`src/rtl/dpram_param.sv`:
```
`default_nettype none
// ============================================================================
// Module      : dpram_param
// Description : Single-clock true dual-port RAM with a power-on/on-demand
//               clear engine, selectable read-during-write and optional
//               output register.
// Revision    : 1.0 - initial release
// ============================================================================
module dpram_param #(
   parameter int unsigned       DATA_W   = 8,
   parameter int unsigned       ADDR_W   = 8,
   parameter int unsigned       DEPTH    = 256,
   parameter int unsigned       RDW_MODE = 0,
   parameter int unsigned       OUT_REG  = 0,
   parameter logic [DATA_W-1:0] INIT_VAL = '0
) (
   input  logic              clk,
   input  logic              rst_n,
   input  logic              clr,
   input  logic              ena,
   input  logic              enb,
   input  logic              wea,
   input  logic              web,
   input  logic [ADDR_W-1:0] addra,
   input  logic [ADDR_W-1:0] addrb,
   input  logic [DATA_W-1:0] dina,
   input  logic [DATA_W-1:0] dinb,
   output logic [DATA_W-1:0] douta,
   output logic [DATA_W-1:0] doutb,
   output logic              ready,
   output logic              collision,
   output logic              addr_err
);

   localparam int unsigned      IDX_W    = (DEPTH > 1) ? $clog2(DEPTH) : 1;
   localparam logic [IDX_W-1:0] LAST_IDX = IDX_W'(DEPTH - 1);

   typedef enum logic [0:0] {S_CLEAR = 1'b0, S_RUN = 1'b1} state_t;

   state_t            state_q, state_d;
   logic [IDX_W-1:0]  cnt_q, cnt_d;
   logic [DATA_W-1:0] mem [DEPTH];

   logic              live;
   logic              in_rng_a, in_rng_b;
   logic              wr_a, wr_b, same_addr;
   logic [IDX_W-1:0]  idx_a, idx_b;
   logic [DATA_W-1:0] rd_a_q, rd_a_d, rd_b_q, rd_b_d;
   logic              collision_q, collision_d;
   logic              addr_err_q, addr_err_d;

   // A clear request takes priority over any access presented with it.
   assign live      = (state_q == S_RUN) && !clr;
   assign idx_a     = addra[IDX_W-1:0];
   assign idx_b     = addrb[IDX_W-1:0];
   assign same_addr = (addra == addrb);
   assign wr_a      = live && ena && wea && in_rng_a;
   assign wr_b      = live && enb && web && in_rng_b;

   generate
      if (DEPTH == (1 << ADDR_W)) begin : g_full_depth
         assign in_rng_a = 1'b1;
         assign in_rng_b = 1'b1;
      end else begin : g_part_depth
         localparam logic [ADDR_W:0] DEPTH_C = (ADDR_W + 1)'(DEPTH);
         assign in_rng_a = ({1'b0, addra} < DEPTH_C);
         assign in_rng_b = ({1'b0, addrb} < DEPTH_C);
      end
   endgenerate

   always_comb begin
      state_d = state_q;
      cnt_d   = cnt_q;
      case (state_q)
         S_CLEAR: begin
            cnt_d = cnt_q + 1'b1;
            if (cnt_q == LAST_IDX) begin
               state_d = S_RUN;
               cnt_d   = '0;
            end
         end
         S_RUN: begin
            if (clr) begin
               state_d = S_CLEAR;
               cnt_d   = '0;
            end
         end
         default: begin
            state_d = S_CLEAR;
            cnt_d   = '0;
         end
      endcase
   end

   always_comb begin
      rd_a_d      = rd_a_q;
      rd_b_d      = rd_b_q;
      collision_d = wr_a && wr_b && same_addr;
      addr_err_d  = live && ((ena && !in_rng_a) || (enb && !in_rng_b));
      if (!live) begin
         rd_a_d = '0;
         rd_b_d = '0;
      end else begin
         if (ena) begin
            if (!in_rng_a)                rd_a_d = '0;
            else if (wea && RDW_MODE == 1) rd_a_d = dina;
            else                          rd_a_d = mem[idx_a];
         end
         // On a same-address double write port A's data is the one stored.
         if (enb) begin
            if (!in_rng_b)                rd_b_d = '0;
            else if (web && RDW_MODE == 1) rd_b_d = (wr_a && same_addr) ? dina : dinb;
            else                          rd_b_d = mem[idx_b];
         end
      end
   end

   always_ff @(posedge clk or negedge rst_n) begin
      if (!rst_n) begin
         state_q     <= S_CLEAR;
         cnt_q       <= '0;
         rd_a_q      <= '0;
         rd_b_q      <= '0;
         collision_q <= 1'b0;
         addr_err_q  <= 1'b0;
      end else begin
         state_q     <= state_d;
         cnt_q       <= cnt_d;
         rd_a_q      <= rd_a_d;
         rd_b_q      <= rd_b_d;
         collision_q <= collision_d;
         addr_err_q  <= addr_err_d;
      end
   end

   always_ff @(posedge clk) begin
      if (state_q == S_CLEAR) begin
         mem[cnt_q] <= INIT_VAL;
      end else begin
         if (wr_b && !(wr_a && same_addr)) mem[idx_b] <= dinb;
         if (wr_a)                         mem[idx_a] <= dina;
      end
   end

   generate
      if (OUT_REG != 0) begin : g_out_reg
         logic [DATA_W-1:0] out_a_q, out_a_d, out_b_q, out_b_d;

         always_comb begin
            out_a_d = live ? rd_a_q : '0;
            out_b_d = live ? rd_b_q : '0;
         end

         always_ff @(posedge clk or negedge rst_n) begin
            if (!rst_n) begin
               out_a_q <= '0;
               out_b_q <= '0;
            end else begin
               out_a_q <= out_a_d;
               out_b_q <= out_b_d;
            end
         end

         assign douta = out_a_q;
         assign doutb = out_b_q;
      end else begin : g_no_out_reg
         assign douta = rd_a_q;
         assign doutb = rd_b_q;
      end
   endgenerate

   assign ready     = (state_q == S_RUN);
   assign collision = collision_q;
   assign addr_err  = addr_err_q;

endmodule
`default_nettype wire

```
`config.mk`:
```
export PLATFORM = sky130hd
export DESIGN_NAME = dpram_param
export DESIGN_NICKNAME = d
export VERILOG_FILES = /design/src/rtl/dpram_param.sv
export SDC_FILE = /design/constraint.sdc
export NUM_CORES = 2
export LEC_CHECK = 0
export CORE_AREA = 2 2 553 555
export CTS_CLUSTER_DIAMETER = 200
export CTS_CLUSTER_SIZE = 10
export DETAILED_ROUTE_END_ITERATION = 10
export DIE_AREA = 0 0 555 557
export PLACE_DENSITY = 0.64
export SLEW_MARGIN = 20
export SYNTH_ARGS = -nofsm -noshare
export SYNTH_HDL_FRONTEND = slang
export SYNTH_SLANG_ARGS = --single-unit
```
`constraint.sdc`:
```
create_clock -name clk -period 4.1 [get_ports clk]
set_input_delay 0.82 -clock clk [delete_from_list [all_inputs] [get_ports clk]]
set_output_delay 0.82 -clock clk [all_outputs]
set_load 0.02 [all_outputs]
```
[Yosys cells after proc, flatten, opt, wreduce, memory -nomap -nowiden]
Memories as Yosys holds them, arrays and structs flattened.
Index checks and enable logic that the tools add are counted.
W data, S select, Z words.
Storage, ports and cells
  bits in registers: 26
  memory bits (writable): 2048
  input bits: 39
  output and inout bits: 19
  word-level logic and storage cells: 45
  memories kept: 1
Memories
  mem: words 256, bits a word 8, read ports 2, clocked after Yosys merged registers in 0, wr ports 2, line 42  | logic [DATA_W-1:0] mem [DEPTH];
Cells by class
  add/sub/neg operators: 1
  equality and inequality tests: 5
  muxes and demuxes: 20
  bitwise gates (word level): 1
  reductions and logical operators: 12
Operators by type and width (count)
  $mux W8: 8
  $pmux W8 S2: 1
  $mux W1: 10
  $logic_and A1 B1 Y1: 9
  $add A8 B1 Y8 const B: 1
  $eq A8 B8 Y1: 1
  $eq A8 B8 Y1 const B: 1
  $reduce_or A8 Y1: 1
  $ne A2 B2 Y1 const B: 3
  $logic_not A1 Y1: 2
  $pmux W1 S2: 1
  $not A1 Y1: 1

[Logic depth before layout (Yosys ltp)]
  depth after elaboration: 12
  depth in mapped cells: 14
  gate-level depth less buffers: 7

[Worst setup path after synthesis]
OpenSTA, ideal clock, no wires.
  path type: input -> register
  start: in addrb[3]
  end: mem mem[106][0], enable pin
  library setup time: 0.376 ns
  data arrival time: 3.201 ns
  data required time: 3.724 ns
  setup slack: 0.523 ns
  cell stages on the path: 12
  path buffers: 5
  cells stage by stage: buf_2 > xor2_1 > nor4_2 > a31oi_2 > buf_6 > nor3b_2 > a31oi_1 > buf_2 > or3_1 > buf_2 > buf_6 > o22ai_1
RTL lines
  from (decl): line 25  | input logic [ADDR_W-1:0] addrb,
  to (decl): line 42

[Worst setup path after layout]
  start: in addrb[6]
  end: reg rd_b_q[0] (netlist: doutb[0])
On the way
  cells in the longest elaborated chain, start to end: 3
Ends and longest elaborated chain
  $mem_v2 Z256 W8
  $mux W8: line 110  | if (enb) begin
  $mux W8: line 100  | if (!live) begin
  to (signal assigned): line 130  | rd_b_q <= rd_b_d;
  to (decl): line 48  | logic [DATA_W-1:0] rd_a_q, rd_a_d, rd_b_q, rd_b_d;
No other way between the ends. The select of a mux whose other input is x is not followed.
A chain may end at the register's enable or synchronous reset.

==> impl_results.md <==
- Routability cong.: 1.055
- Clk sinks: 2074
- Netlist Area Pre-Place: 120900 um2
- Clock Latency Late Sink: 0.94 ns
- Status: finished clean
- Largest area contributor in the netlist: edfxtp_1
- Library cells used by synthesis: 82
- WHS Path Cells: 3
- Hold Path Class: input pin to register
- R2R setup slack: 0.35 ns
- Num rows: 203
- RSZ-0062 raised after global routing: false
- Iter 0 DRT Violations: 18840
- Avg WL per Cell: 36.87 um
- R2r endpoint: mem[194][3]$_DFFE_PP_
- Number of synthesized register bits: 2074
- # DRC: 0
- Leakage: 0.04594 uW
- CP Cell Sequence: clkdlybuf4s50_1, buf_4, buf_4, or3_1, buf_4, a31oi_1, o21ai_0, buf_4, nand3_1, o31ai_1, a32o_1
- Worst slew pin tran: 1.270 ns
- Peak VDD IR: 0.3793 mV
- Vias in the first global route: 93030
- Vias per cell: 6.796
- Sequential fraction of the synthesis area: 0.5138
- Initial Util: 0.3978
- Gate Count Post-Synth: 10280
- Post-DP HPWL: 376400 um
- Max Slew Vio Count: 0
- EDFF count, synth: 2048
- Worst Hold Launch: dina[4]
- Worst slack, placed: -0.7150 ns
- Worst-path clk slew: 0.06 ns
- Most frequent CP cell: buf_4
- Final worst slack: 0.1336 ns
- CTS tree: done
- Setup_tns: 0 ns
- Final setup viols: 0
- Nets: 10690
- Hold Vio Cnt, Final: 0
- GRT Util Overall: 0.3455
- Synth top area cells: edfxtp_1 51%, mux4_2 19%, o21ai_0 8.7%
- Via Count: 100100
- Hold Worst Slack: 0.4797 ns
- CP Data Arrival Time: 4.83 ns
- Post-synthesis area per instance: 11.76 um2
- Top_reg_cell synth: edfxtp_1
- CTS Root Cell: clkbuf_16
- Tmin final: 3.966 ns
- Startpoint Class: input pin
- Filler Cell Count: 26610
- Post-synth top cells: 2235 x nand2_1, 2098 x o21ai_0, 2048 x edfxtp_1
- Power Density: 357.5 nW/um2
- Port bufs: 56
- P&R area growth vs syn: 15.89%
- CTS Buf Count: 225
- Peak fanout along the critical path: 19
- CP required: 4.97 ns
- Die Area: 309100 um2
- CTS max path bufs: 3
- Max Clk Rate: 252.1 MHz
- Critical path startpoint: addrb[6]
- Asr flop ratio synth: 0.01254
- Setup Crit Path Kind: input pin to register
- Synth top area share: 0.5085
- CP max stage delay: 1.09 ns
- Pre-Repair DR Iteration Count: 8
- Core Box Area: 304000 um2
- Most common cell in the netlist: nand2_1
- Largest net degree at the start of global routing: 67
- Final period util: 0.9674
- Syn nets: 10320
- R2R cell count: 9
- Hold path endpoint: mem[24][4]$_DFFE_PP_
- ANT nets after route: 0
- Origin of the critical flop-to-flop path: ready$_DFF_PN0_
- Slew Limit Headroom: 0.1461
- Initial antenna violation count: 34
- Gr ovfl total: 0
- CTS HTree Levels: 4
- Global-route wire length before repair: 748400 um
- Die W: 555 um
- Max_cap viols: 0
- CP endpoint kind: register
- Die height: 557 um
- Yosys warning count: 0
- Final wirelength: 542900 um
- Crit-path leading delay family: buffers and inverters
- Share of cells above drive strength 1: 0.2513
- Max stage delay cell, worst path: o31ai_1
- Top-level I/O count: 58
- Setup Skew: 0.06255 ns
- CP bufs+invs: 5
==> flip-flops by register name (all words and copies together), names as in the netlist <==
register,cells
mem,2048
cnt_q,8
douta,8
doutb,8
collision,1
ready,1
==> cells in the final DEF (no fill, tap or decap), types with 11 or more instances in the layout <==
cell / netlist / routed
nor2b_1: 26 / 20
nand2_1: 2235 / 2217
a22o_1: 21 / 21
clkinv_16: 0 / 11
a31oi_1: 24 / 24
nand4_1: 15 / 15
mux4_2: 1014 / 1014
buf_8: 15 / 12
buf_4: 47 / 1053
nor2_1: 352 / 348
dfrtp_1: 26 / 26
o211ai_1: 12 / 12
o221ai_1: 38 / 38
diode_2: 0 / 30
mux2i_1: 281 / 281
edfxtp_1: 2048 / 2048
mux2_2: 50 / 50
clkbuf_16: 0 / 225
a211oi_1: 20 / 20
a21oi_1: 46 / 46
o21ai_0: 2098 / 2098
nand3_1: 78 / 68
clkdlybuf4s50_1: 0 / 37
buf_12: 4 / 239
nand2b_1: 23 / 22
or3_1: 11 / 11
mux4_1: 12 / 12
a22oi_1: 72 / 72
nor3_1: 21 / 20
o22ai_1: 338 / 338
clkbuf_1: 814 / 40
and2_1: 15 / 15
a221oi_1: 38 / 38
nand3_2: 3 / 13
==> worst min-delay path: cells and delay by family <==
family	cells	cell delay, ns
AOI/OAI and AO/OA	1	0.07
buffers and inverters	1	0.22
and+or+nand+nor	1	0.12
==> through the flow <==
stage | cells | power, uW | area, um2 | util
after floorplan | 10280 | 27320 | 121000 | -
after global placement | 14410 | 31430 | 133900 | 0.4404
after detailed placement | 14410 | 31460 | 133900 | 0.4404
after CTS | 14700 | 49600 | 140100 | 0.4608
after global routing | 14700 | 50640 | 140100 | 0.4608
final | 14730 | 50110 | 140200 | 0.4610
==> worst max path at each step <==
stage                                  to  slack (ns)  cells after the start
CTS                  doutb[2]$_DFFE_PN0P_        0.25                     13
detailed placement   doutb[2]$_DFFE_PN0P_       -0.71                     13
global placement     doutb[2]$_DFFE_PN0P_       -0.67                     13
finish               doutb[0]$_DFFE_PN0P_        0.13                     11
floorplan           mem[106][0]$_DFFE_PP_        0.52                     12
global route          mem[7][6]$_DFFE_PP_        0.25                     12
==> logic make-up after synthesis <==
kind of cell,synth area share
flip-flops,0.5138
buffers and inverters,0.04609
AND/OR/NAND/NOR,0.09144
AO/OA/AOI/OAI,0.1282
XOR/XNOR,0.0008690
adder cells (fa/ha/maj),0.0001034
multiplexers,0.2194
other,0.00003100
==> cell type report <==
class	instances	area, um2	share of cell area
Sequential cell	2074	62150	0.4434
Inverter	13	61.31	0.0004374
Multi-Input combinational cell	6984	53420	0.3811
Timing Repair Buffer	1347	13290	0.09480
Clock buffer	265	5781	0.04124
Clock inverter	16	396.6	0.002830
Tap cell	3997	5001	0.03568
Antenna cell	30	75.07	0.0005356
==> where the power goes <==
group / switching, uW / internal, uW / leakage (uW)
Clock: 8770 / 9840 / 0.00298
Combinational: 5100 / 2780 / 0.0238
Sequential: 264 / 23400 / 0.0191
==> timing repair <==
item / CTS / global route
setup buffers: 0 / 0
hold endpoints to repair: 25 / 0
resized for setup: 0 / 1
hold buffers: 1 / 0
endpoints found under the setup margin: 0 / 1
==> routing by layer <==
layer	track usage	vias up	share of wire
met1	0.4307	48650	0.33
met2	0.4977	9570	0.42
li1	-	39840	-
met3	0.1212	1980	0.16
met4	0.2512	30	0.091
met5	0	-	0.00037
(Power assumes the default switching activity.)
==> variant, RTL diff (same flow settings) <==
`DATA_W`: 8 -> 7.
--- a/src/rtl/dpram_param.sv
+++ b/src/rtl/dpram_param.sv
@@ -7,7 +7,7 @@
 // Revision    : 1.0 - initial release
 // ============================================================================
 module dpram_param #(
-   parameter int unsigned       DATA_W   = 8,
+   parameter int unsigned       DATA_W   = 7,
    parameter int unsigned       ADDR_W   = 8,
    parameter int unsigned       DEPTH    = 256,
    parameter int unsigned       RDW_MODE = 0,
Ports: changed (resized dina, dinb, douta and doutb); port bits go from 58 to 54. No check against the original RTL was run, so the function may have changed too.
==> variant against the unedited design <==
Final area decreased by 13%. Clock skew is 0.0092 ns lower. Clock power down 12%. Routed wire length decreased by 17%. Sequential power shrank 13%. Largest power group unchanged. Sequential cell count fell by 258. Sequential share of layout area up 0.11 points. Worst setup slack better by 0.42 ns. Synthesized area down 13%. Power is 13% lower. Highest routed layer unchanged. Combinational power fell by 17%.
==> variant: results (changes against the unedited design) <==
STA
  • Minimum hold slack: 0.3489 ns (was 0.4797 ns)
  • Worst slew pin tran: 1.304 ns (was 1.270 ns)

Min path
  • HP Class: in -> async (was in -> reg)

Synthesis
  • Post-synthesis sequential area ratio: 51.45% (was 51.38%)
  • Synth Instances: 8999 (was 10284)
  • Synth top area cells: edfxtp_1 (51%), mux4_2 (20%), o21ai_0 (8.7%) (was edfxtp_1 (51%), mux4_2 (19%), o21ai_0 (8.7%))
  • EDFF count, synth: 1792 (was 2048)
  • Synth async-reset ratio: 1.322% (was 1.254%)

Layout
  • Nets: 9278 (was 10685)
  • Layout cells sized above 1: 25.22% (was 25.13%)
  • FILL cells: 27857 (was 26606)

Pwr
  • Net Sw Frac: 27.77% (was 28.20%)
  • Comb power frac: 15.0% (was 15.7%)
  • Max VDD drop: 0.0003884 V (was 0.0003793 V)
  • Clock Power Share: 37.6% (was 37.1%)

Critical path
  • CP arrival: 4.05 ns (was 4.83 ns)
  • Reg-to-reg slack, setup: 0.71 ns (was 0.35 ns)
  • Crit path from: addra[6] (was addrb[6])
  • Critical path peak fanout: 11 (was 19)

Route
  • Wirelength per Cell: 33.94 um (was 36.87 um)
  • DRT Pass-1 Iters: 10 (was 8)
  • Iteration-0 DRC Markers: 15930 (was 18836)

GRT
  • Number of global-route vias before repair: 79885 (was 93028)
  • First-pass GRT wire length: 626300 um (was 748400 um)

Placement
  • Routability cong.: 1.031 (was 1.055)
  • Port bufs: 52 (was 56)

Clock tree
  • Worst skew pair latency: 0.88 ns (was 0.94 ns)
  • Num CTS Buffers: 199 (was 225)

Outcome
  • Status: finished, final reports clean (unchanged)
[variant: cells by family after synthesis]
| family | after synthesis | share of synthesized area, % |
|---|---|---|
| AND/OR/NAND/NOR | 2405 | 8.912 |
| AO/OA/AOI/OAI | 2480 | 12.90 |
| buffers and inverters | 1117 | 4.518 |
| XOR/XNOR | 12 | 0.09937 |
| adder cells (fa/ha/maj) | 1 | 0.01183 |
| flip-flops | 1816 | 51.45 |
| multiplexers | 1167 | 22.11 |
| other | 1 | 0.003546 |
[variant: path summary, 6_finish.rpt]
kind / endpoint / cells after the start
hold reg to reg: cnt_q[3]$_DFFE_PN0P_ / 1
max in group asynchronous: douta[0]$_DFFE_PN0P_ / 2
min in group clk: mem[54][1]$_DFFE_PP_ / 3
hold / removal: ready$_DFF_PN0_ / 2
setup reg to reg: mem[207][3]$_DFFE_PP_ / 8
setup / recovery: mem[207][3]$_DFFE_PP_ / 10
[variant: through the flow]
stage                     area [um^2]  power [mW]  worst slack, ns  util (%)
after floorplan                105800       23.84           0.6886         -
after global placement         116900       27.13          -0.1847     38.46
after detailed placement       116900       27.16          -0.2113     38.46
after CTS                      122400       43.17           0.7039     40.25
after global routing           122400       44.08           0.4642     40.25
final                          122400       43.54           0.5552     40.26
[variant: routing by layer]
metal	GRT usage [%]	up-vias	share of wire, %
met5	0	-	0.033
met4	17.57	24	7.7
met3	9.120	1505	15
met2	42.16	7719	43
met1	36.34	41980	34
li1	-	34655	-
[variant: cell type report]
class	count	share of cell area [%]
inverters	8	0.02453
clock buffers	228	4.175
well taps	3997	4.086
multi-input cells	6066	38.18
repair buffers	1149	8.801
clock inverters	15	0.2617
diodes	12	0.02453
flip-flops and latches	1816	44.45
